## src/rtl/inst_fetch_unit.sv

```systemverilog
// inst_fetch_unit: PC generation, instruction ROM fetch, prefetch queue and the
// registered {pc, inst, valid} handoff to decode, with stall and branch redirect.
// Optional feature macro: DELAY_SLOT_EN keeps the delay-slot instruction on redirect;
// with it undefined a redirect flushes everything younger than decode.
module inst_fetch_unit #(
    parameter logic [31:0] RESET_PC = 32'h0000_0000,
    parameter int          DEPTH    = 2
) (
    input  logic        clk,
    input  logic        rst,
    output logic        rom_ce_o,
    output logic [31:0] rom_addr_o,
    input  logic [31:0] rom_data_i,
    input  logic        stall_i,
    input  logic        branch_flag_i,
    input  logic [31:0] branch_target_i,
    output logic [31:0] id_pc_o,
    output logic [31:0] id_inst_o,
    output logic        id_valid_o
);
    localparam int             PTR_W   = (DEPTH > 1) ? $clog2(DEPTH) : 1;
    localparam int             CNT_W   = $clog2(DEPTH + 1);
    localparam logic [CNT_W:0] DEPTH_C = (CNT_W + 1)'(DEPTH);

    // Stage p0: next fetch address
    logic [31:0]      pc_p0;
    // Stage p1: request issued last cycle, its word is on rom_data_i now
    logic             vld_p1;
    logic [31:0]      pc_p1;

    logic [31:0]      q_pc   [DEPTH];
    logic [31:0]      q_inst [DEPTH];
    logic [PTR_W-1:0] rd_ptr;
    logic [PTR_W-1:0] wr_ptr;
    logic [CNT_W-1:0] count;

    logic [CNT_W:0]   occ;
    logic             issue;
    logic             q_empty;
    logic             pop;
    logic             bypass;
    logic             push;
    logic [31:0]      head_pc;
    logic [31:0]      head_inst;
    logic [31:0]      target_p0;
    logic [1:0]       unused_target_bits;

    logic             q_wr_en;
    logic [PTR_W-1:0] q_wr_idx;
    logic [31:0]      q_wr_pc;
    logic [31:0]      q_wr_inst;

    function automatic logic [PTR_W-1:0] ptr_inc(input logic [PTR_W-1:0] p);
        if (p == PTR_W'(DEPTH - 1)) return '0;
        return p + PTR_W'(1);
    endfunction

    // Queued entries plus the outstanding request must never exceed DEPTH,
    // so every issued request always has a slot waiting for its word.
    assign occ        = {1'b0, count} + {{CNT_W{1'b0}}, vld_p1};
    assign issue      = ~rst & (occ < DEPTH_C);
    assign rom_ce_o   = issue;
    assign rom_addr_o = rst ? 32'h0 : pc_p0;

    assign q_empty   = (count == '0);
    assign head_pc   = q_pc[rd_ptr];
    assign head_inst = q_inst[rd_ptr];
    // Oldest first: queue head, else the word arriving this cycle.
    assign pop       = ~stall_i & ~q_empty;
    assign bypass    = ~stall_i & q_empty & vld_p1;
    assign push      = vld_p1 & ~bypass;

    assign target_p0          = {branch_target_i[31:2], 2'b00};
    assign unused_target_bits = branch_target_i[1:0];

`ifdef DELAY_SLOT_EN
    logic        slot_vld;
    logic [31:0] slot_pc;
    logic [31:0] slot_inst;
    assign slot_vld  = ~q_empty | vld_p1;
    assign slot_pc   = q_empty ? pc_p1 : head_pc;
    assign slot_inst = q_empty ? rom_data_i : head_inst;
`endif

    // Select what (if anything) is written into the queue this cycle.
    always_comb begin
        q_wr_en   = push & ~branch_flag_i & ~rst;
        q_wr_idx  = wr_ptr;
        q_wr_pc   = pc_p1;
        q_wr_inst = rom_data_i;
`ifdef DELAY_SLOT_EN
        if (~rst & branch_flag_i & stall_i & slot_vld) begin
            q_wr_en   = 1'b1;
            q_wr_idx  = '0;
            q_wr_pc   = slot_pc;
            q_wr_inst = slot_inst;
        end
`endif
    end

    // Queue storage and PC tag of the outstanding request.
    always_ff @(posedge clk) begin
        if (q_wr_en) begin
            q_pc[q_wr_idx]   <= q_wr_pc;
            q_inst[q_wr_idx] <= q_wr_inst;
        end
        if (issue) pc_p1 <= pc_p0;
    end

    // PC, outstanding-request flag and queue pointers.
    always_ff @(posedge clk) begin
        if (rst) begin
            pc_p0  <= RESET_PC;
            vld_p1 <= 1'b0;
            rd_ptr <= '0;
            wr_ptr <= '0;
            count  <= '0;
        end else if (branch_flag_i) begin
            pc_p0  <= target_p0;
            vld_p1 <= 1'b0;
            rd_ptr <= '0;
            wr_ptr <= '0;
            count  <= '0;
`ifdef DELAY_SLOT_EN
            if (stall_i && slot_vld) begin
                wr_ptr <= ptr_inc('0);
                count  <= CNT_W'(1);
            end
`endif
        end else begin
            if (issue) pc_p0 <= pc_p0 + 32'd4;
            vld_p1 <= issue;
            if (pop)  rd_ptr <= ptr_inc(rd_ptr);
            if (push) wr_ptr <= ptr_inc(wr_ptr);
            count <= count + CNT_W'(push) - CNT_W'(pop);
        end
    end

    // Registered handoff to decode: hold on stall, bubble when nothing is ready.
    always_ff @(posedge clk) begin
        if (rst) begin
            id_pc_o    <= 32'h0;
            id_inst_o  <= 32'h0;
            id_valid_o <= 1'b0;
        end else if (!stall_i) begin
            if (branch_flag_i) begin
`ifdef DELAY_SLOT_EN
                if (slot_vld) begin
                    id_pc_o    <= slot_pc;
                    id_inst_o  <= slot_inst;
                    id_valid_o <= 1'b1;
                end else begin
                    id_inst_o  <= 32'h0;
                    id_valid_o <= 1'b0;
                end
`else
                id_inst_o  <= 32'h0;
                id_valid_o <= 1'b0;
`endif
            end else if (pop) begin
                id_pc_o    <= head_pc;
                id_inst_o  <= head_inst;
                id_valid_o <= 1'b1;
            end else if (bypass) begin
                id_pc_o    <= pc_p1;
                id_inst_o  <= rom_data_i;
                id_valid_o <= 1'b1;
            end else begin
                id_inst_o  <= 32'h0;
                id_valid_o <= 1'b0;
            end
        end
    end

endmodule

```

## config.mk

```make
export PLATFORM = sky130hd
export DESIGN_NAME = inst_fetch_unit
export DESIGN_NICKNAME = d
export VERILOG_FILES = /design/src/rtl/inst_fetch_unit.sv
export SDC_FILE = /design/constraint.sdc
export NUM_CORES = 1
export LEC_CHECK = 0
export CAP_MARGIN = 20
export CORE_MARGIN = 1.5
export CORE_UTILIZATION = 54
export DETAILED_ROUTE_END_ITERATION = 12
export PLACE_DENSITY = 0.8
export SYNTH_ARGS = -nofsm -noshare
export SYNTH_HDL_FRONTEND = slang
export SYNTH_SLANG_ARGS = --single-unit
```

## constraint.sdc

```tcl
create_clock -name clk -period 11.5 [get_ports clk]
set_input_delay 2.875 -clock clk [delete_from_list [all_inputs] [get_ports clk]]
set_output_delay 2.875 -clock clk [all_outputs]
set_load 0.02 [all_outputs]
```

==> out/results.env <==
RUN_STATUS='finished clean'
SYNTHDOMINANTAREACELLTYPE='edfxtp_1'
YS_FF_LATCH=253
HORIZONTAL_EXTENT_OF_THE_DIE_UM=141.6
WORSTSKEWPAIRLATENCY_PS=540
POST_ROUTE_CELLS_DRIVE_ABOVE_1_SHARE=0.09980
P_LEAK_nW=4.276
ANTENNA-DIODE-COUNT=0
DRC_MARKERS=0
LAYOUT.FILLER_CELLS=1287
DRV.MAX_CAP_VIOLATION_COUNT=0
FINAL_HOLD_VIOL_COUNT=0
MOST-COMMON-LAYOUT-CELLS='clkdlybuf4s50_1 (158), edfxtp_1 (154), dfxtp_1 (98)'
SYN-CELL-AREA_UM2=10370
PATH_CLASS='in -> out'
FF2FF_SETUP_SLACK_PS=8760
FLOORPLAN.CORE_AREA_UM2=18770
NETLIST.AREA_LEADER.SHARE=0.4461
SYNTH_WARNINGS=0
GRT_START_MAX_NET_PINS=78
FINCLKSKEW_PS=26.68
VIAS=7359
SYNTH.DISTINCT_CELLS=51
CRITPATHBUFINV=3
GRT_PASS1_VIAS=7065
CP.REQUIRED_PS=8630
CLOCK_TREE.HTREE_LEVEL_COUNT=1
NETS=1053
CTS.SINKS=253
P_PER_AREA_nW_PER_UM2=157.4
WORSTHOLDPATHTYPE='reg -> reg'
PLACE.GP.CONGESTION=0.8215
CRITPATHCAPTURETYPE='primary output'
WIRE_PER_INST_UM=19.39
MIN_PERIOD_PS=7480
MAX_FREQ_MHz=133.7
CP_DATA_ARRIVAL_TIME_PS=4610
POST_SYNTH_INST_COUNT=846
SETUP_VIOL=0
CTS_BUFFERS=26
TOTAL_ROUTED_WIRELENGTH_UM=23970
FLOORPLAN.DIE_AREA_UM2=20040
SYNTH_EDF_COUNT=154
ANT_NETS=0
PEAK_VDD_IR_mV=0.1402
GLOBALROUTE.TOTALOVERFLOW=0
POSTSYNTHAREAPERCELL_UM2=12.25
DRT_FIRST_PASS_ITERS=5
SYNTHTOPCELLSBYAREA='edfxtp_1 (45%), dfxtp_1 (19%), mux2_2 (3.5%)'
CLK_PIN_SLEW_PS=60
CTS_MAX_PATH_BUFFERS=3
NUMPORTBUFFERS=159
CTS_TREE='yes'
CRIT_PATH_START='rst'
WORST_SETUP_PATH_START_KIND='primary input'
FP-ROW-COUNT=50
CTS_SETUP_BUFFERS=0
TIMING.SLEW.HEADROOM=0.3101
DPL_HPWL_UM=14690
IOPINCOUNT=166
FIN_SETUP_TNS_PS=0
LAYOUT_WORST_PATH_CYCLE_SHARE=0.6505
VIA_COUNT_NORMALIZED_BY_INSTANCE_COUNT=5.954
CRITICAL_PATH.CELL_CHAIN='buf_4 -> buf_4 -> nor2b_1 -> clkdlybuf4s50_1'
CRIT_SLOWEST_CELL='buf_4'
YS_ASYNC_SR_FRACTION=0
MOSTFREQUENTLAYOUTCELL='clkdlybuf4s50_1'
SYNTHFLOPTYPE='edfxtp_1'
CTS.ROOT.BUFFER_CELL='clkbuf_16'
CTS_HOLD_BUFFERS=0
PATH_MAX_FANOUT=55
POST-ROUTE-UTIL=0.6966
ITERATION_0_DRC_MARKERS=572
MAXSLEWVIOLCOUNT=0
PATH_DELAY_FAMILY='buffers and inverters'
SEQUENTIAL_SHARE_OF_THE_SYNTHESIZED_AREA=0.6373
RSZ0062_AT_GRT='no'
HOLD_PATH.STARTPOINT='id_pc_o[19]$_SDFFE_PP0P_'
TRACK_USAGE=0.2390
WORST_PATH_MOST_REPEATED_CELL='buf_4'
HEIGHT_OF_THE_CHIP_UM=141.6
INITIAL_ANTENNA_VIOLATION_COUNT=0
FLOORPLAN.INITIALDENSITY=0.5523
WORST_SLEW_PIN_SLEW_PS=1035
FLOW.AREA_GROWTH_FROM_SYNTHESIS_PCT=26.12
CPPEAKSTAGEDELAY_PS=600
R2R_START='count[1]$_SDFF_PP0_'
CTS_RESIZED=0
GLOBAL_ROUTE_WIRE_LENGTH_BEFORE_REPAIR_UM=37790
## power by group
part / internal, mW / switching, mW
combinational: 0.0642 / 0.0700
sequential: 0.989 / 0.0302
clock: 0.561 / 0.343
total: 1.61 / 0.443
## cell usage after synthesis (9+ instances only)
| library cell | count |
|---|---|
| a211oi_1 | 10 |
| a21oi_1 | 34 |
| a22o_1 | 32 |
| a22oi_1 | 32 |
| a311oi_1 | 15 |
| and3_1 | 9 |
| clkbuf_1 | 49 |
| dfxtp_1 | 99 |
| edfxtp_1 | 154 |
| mux2_2 | 32 |
| mux2i_1 | 30 |
| nand2_1 | 81 |
| nand4_1 | 14 |
| nor2_1 | 60 |
| nor2b_1 | 29 |
| nor3_1 | 12 |
| nor4_1 | 11 |
| o211ai_1 | 30 |
| or3_1 | 10 |
## path summary, 6_finish.rpt
path	endpoint	cells past startpoint
max	rom_addr_o[4]	4
min	id_pc_o[19]$_SDFFE_PP0P_	2
max reg2reg	count[1]$_SDFF_PP0_	8
min reg2reg	id_pc_o[19]$_SDFFE_PP0P_	2
## per-stage QoR
step	std cells	setup WS [ps]	hold slack, ps	total power, mW	cell area, um^2
2_1_floorplan	849	1070	445.6	1.100	10380
3_3_place_gp	1187	4069	441.6	1.167	12100
3_5_place_dp	1187	4038	447.8	1.170	12100
4_1_cts	1235	4045	456.0	2.070	13050
5_1_grt	1236	3939	473.0	2.123	13070
6_report	1236	4020	452.1	2.058	13070
## sequential cells by signal (all words and copies together) (netlist names), named ones only
register	count
pc_p1	30
id_valid_o	1
count	2
q_inst	64
vld_p1	1
id_inst_o	32
id_pc_o	30
rd_ptr	1
q_pc	60
pc_p0	30
q_wr_idx	1
## tightest hold or removal path, cell delays in order, from the launching register on
cell,delay (ps)
dfxtp_1,310
nand2_1,50
a21oi_1,50
## routing by layer
| metal | routed length (um) | track usage | part of all wire | up-vias |
|---|---|---|---|---|
| met3 | 1987 | 0.04995 | 0.083 | 24 |
| met5 | 0 | 0 | 0 | - |
| met2 | 11710 | 0.3949 | 0.49 | 295 |
| met4 | 308 | 0.06131 | 0.013 | 0 |
| met1 | 9961 | 0.3243 | 0.42 | 3551 |
| li1 | - | - | - | 3489 |
## cell families after synthesis
kind of cell,Yosys count,share of synthesized area
other,1,0.0003618
buffers and inverters,72,0.02885
adder cells (fa/ha/maj),3,0.003621
multiplexers,62,0.06373
XOR/XNOR,14,0.01183
AO/OA/AOI/OAI,178,0.1259
flip-flops,253,0.6373
AND/OR/NAND/NOR,263,0.1284
## final cells by class
cell class | instances | area (um^2) | area share
Clock buffer | 28 | 678.2 | 0.05187
Multi-Input combinational cell | 524 | 3507 | 0.2683
Tap cell | 234 | 292.8 | 0.02239
Inverter | 6 | 22.52 | 0.001723
Timing Repair Buffer | 171 | 1699 | 0.1300
Sequential cell | 253 | 6610 | 0.5056
Clock inverter | 20 | 264.0 | 0.02019
No activity file was read; power rests on OpenSTA's default activity.
==> variant, RTL diff (same settings) <==
Change the parameter `DEPTH` from 2 to 1.
--- a/src/rtl/inst_fetch_unit.sv
+++ b/src/rtl/inst_fetch_unit.sv
@@ -4,7 +4,7 @@
 // with it undefined a redirect flushes everything younger than decode.
 module inst_fetch_unit #(
     parameter logic [31:0] RESET_PC = 32'h0000_0000,
-    parameter int          DEPTH    = 2
+    parameter int          DEPTH    = 1
 ) (
     input  logic        clk,
     input  logic        rst,
Formal check against the unedited RTL: not equivalent (a bounded check fails within 4 cycles, from zero or initial values and one cycle with rst high).
==> variant against the original RTL <==
  * Setup slack got worse by 0.21 ns
  * Routed wire length fell by 21%
  * Synthesized area fell by 25%
  * Critical path depth did not move
  * Core utilization rose by 2.3 points
  * Final area fell by 23%
  * Power fell by 28%
  * Non-clock buffer count did not move
  * Sequential cell count fell by 66
  * First-iteration DRC count fell by 21%
  * Register-to-register slack improved by 0.45 ns
  * Critical path type unchanged
==> variant: results (changes against the original RTL) <==
Post-synth EDFFs=92 (was 154); unique cell type count in the Yosys netlist=58 (was 51); share of cells above drive strength 1=0.0660 (was 0.0998); H-tree lvl count=4 (was 1); multiplexer area fraction after synthesis=0.0389 (was 0.0637); Commonest cells post-synth=95 x dfxtp_1, 92 x edfxtp_1, 91 x nor2_1 (was 154 x edfxtp_1, 99 x dfxtp_1, 81 x nand2_1); routability congestion estimate=0.880 (was 0.822); Worst Path Arrival=4.81 ns (was 4.61 ns); fin. max-slew vios=0 (unchanged); WHS Endpoint=q_pc[0][17] (was id_pc_o[19]); source of the worst hold timing path=pc_p1[17] (was id_pc_o[19]); starting density of the core=0.554 (was 0.552); Clock Latency Late Sink=0.42 ns (was 0.54 ns); CP top delay family=buffers and inverters (unchanged); M1 WL=7.87 mm (was 9.96 mm); met2 usage=0.419 (was 0.395); All-Layer GR Usage=0.260 (was 0.239); r2r setup slk=9.21 ns (was 8.76 ns); post-DP HPWL=12.5 mm (was 14.7 mm); combinational fraction of design power=0.088 (was 0.065); Synth async-reset ratio=0 (unchanged); Crit Path Max Fanout=95 (was 55); status=complete, no violations (unchanged); vias in the first global route=5870 (was 7065); main flop type after synthesis=dfxtp_1 (was edfxtp_1); largest net degree at the start of global routing=96 (was 78); Slew HR=0.354 (was 0.310); worst-case clock buffer depth=2 (was 3); NetSw=340 uW (was 443 uW); DP Area=9420 sq um (was 12100 sq um); Post-CTS Setup Repair Bufs=0 (unchanged); Final nets=874 (was 1053); Critical Path Sink=rom_addr_o[24] (was rom_addr_o[4]); Reg power frac=0.510 (was 0.495); largest registers=id_inst_o: 32 flops, q_inst: 32 flops (was q_inst: 64 flops, q_pc: 60 flops, id_inst_o: 32 flops); Synth Area in Compound Gates=0.148 (was 0.126); clock skew=0.00654 ns (was 0.0267 ns); FF-to-FF path depth=5 (was 8); top cells by area, synth=edfxtp_1 36%, dfxtp_1 25%, nor2_1 4.4%, a211oi_1 4.2%, mux2i_1 3.9% (was edfxtp_1 45%, dfxtp_1 19%, mux2_2 3.5%, nand2_1 2.9%, mux2i_1 2.9%); DRT iter0 DRCs=454 (was 572); Crit path largest cell delay=0.84 ns (was 0.60 ns); Via-to-Cell Ratio=6.06 (was 5.95); GR Layer Usage met3=0.0637 (was 0.0499); Synth Area in XOR/XNOR=0.0125 (was 0.0118); post-synthesis sequential area ratio=0.604 (was 0.637); Synth Area in Adders=0.00162 (was 0.00362); # port buffers=159 (unchanged); P_leak=3.26 nW (was 4.28 nW); grt met1 use=0.336 (was 0.324); CTS Hold Bufs=0 (unchanged); met3 WL=1.42 mm (was 1.99 mm); TritonCTS Buffers=17 (was 26); WL/cell=19.0 um (was 19.4 um); Crit Reg-Reg Endpoint=pc_p0[16] (was count[1]); maximum VDD drop=0.000104 V (was 0.000140 V); hold depth=0 (was 2); global-route wire length before repair=30.0 mm (was 37.8 mm)
variant: cell types whose count changed after synthesis, sizes merged, moves of 6 or more:
cell    before  now
nand2       81   16
edfxtp     154   92
a211oi      10   44
mux2        32    0
nor2        60   92
a21oi       35    5
o211ai      30    1
clkbuf      49   39
a311oi      15    6
or3         10    4
variant: cell type report:
| type | instances | area [sq um] |
|---|---|---|
| sequential | 187 | 4660 |
| fill | 984 | 3900 |
| multi-input combinational | 420 | 2830 |
| timing repair buffer | 171 | 1690 |
| clock buffer | 22 | 444 |
| tap | 180 | 225 |
| clock inverter | 10 | 143 |
| inverter | 8 | 30.0 |
variant: stage by stage:
step	total power, mW	hold slack [ns]	setup slack, ns	cells
6_report	1.47	0.449	3.81	998
5_1_grt	1.52	0.461	3.68	998
4_1_cts	1.48	0.447	3.81	997
3_5_place_dp	0.894	0.437	3.81	965
3_3_place_gp	0.889	0.435	3.88	965
2_1_floorplan	0.828	0.403	3.22	670
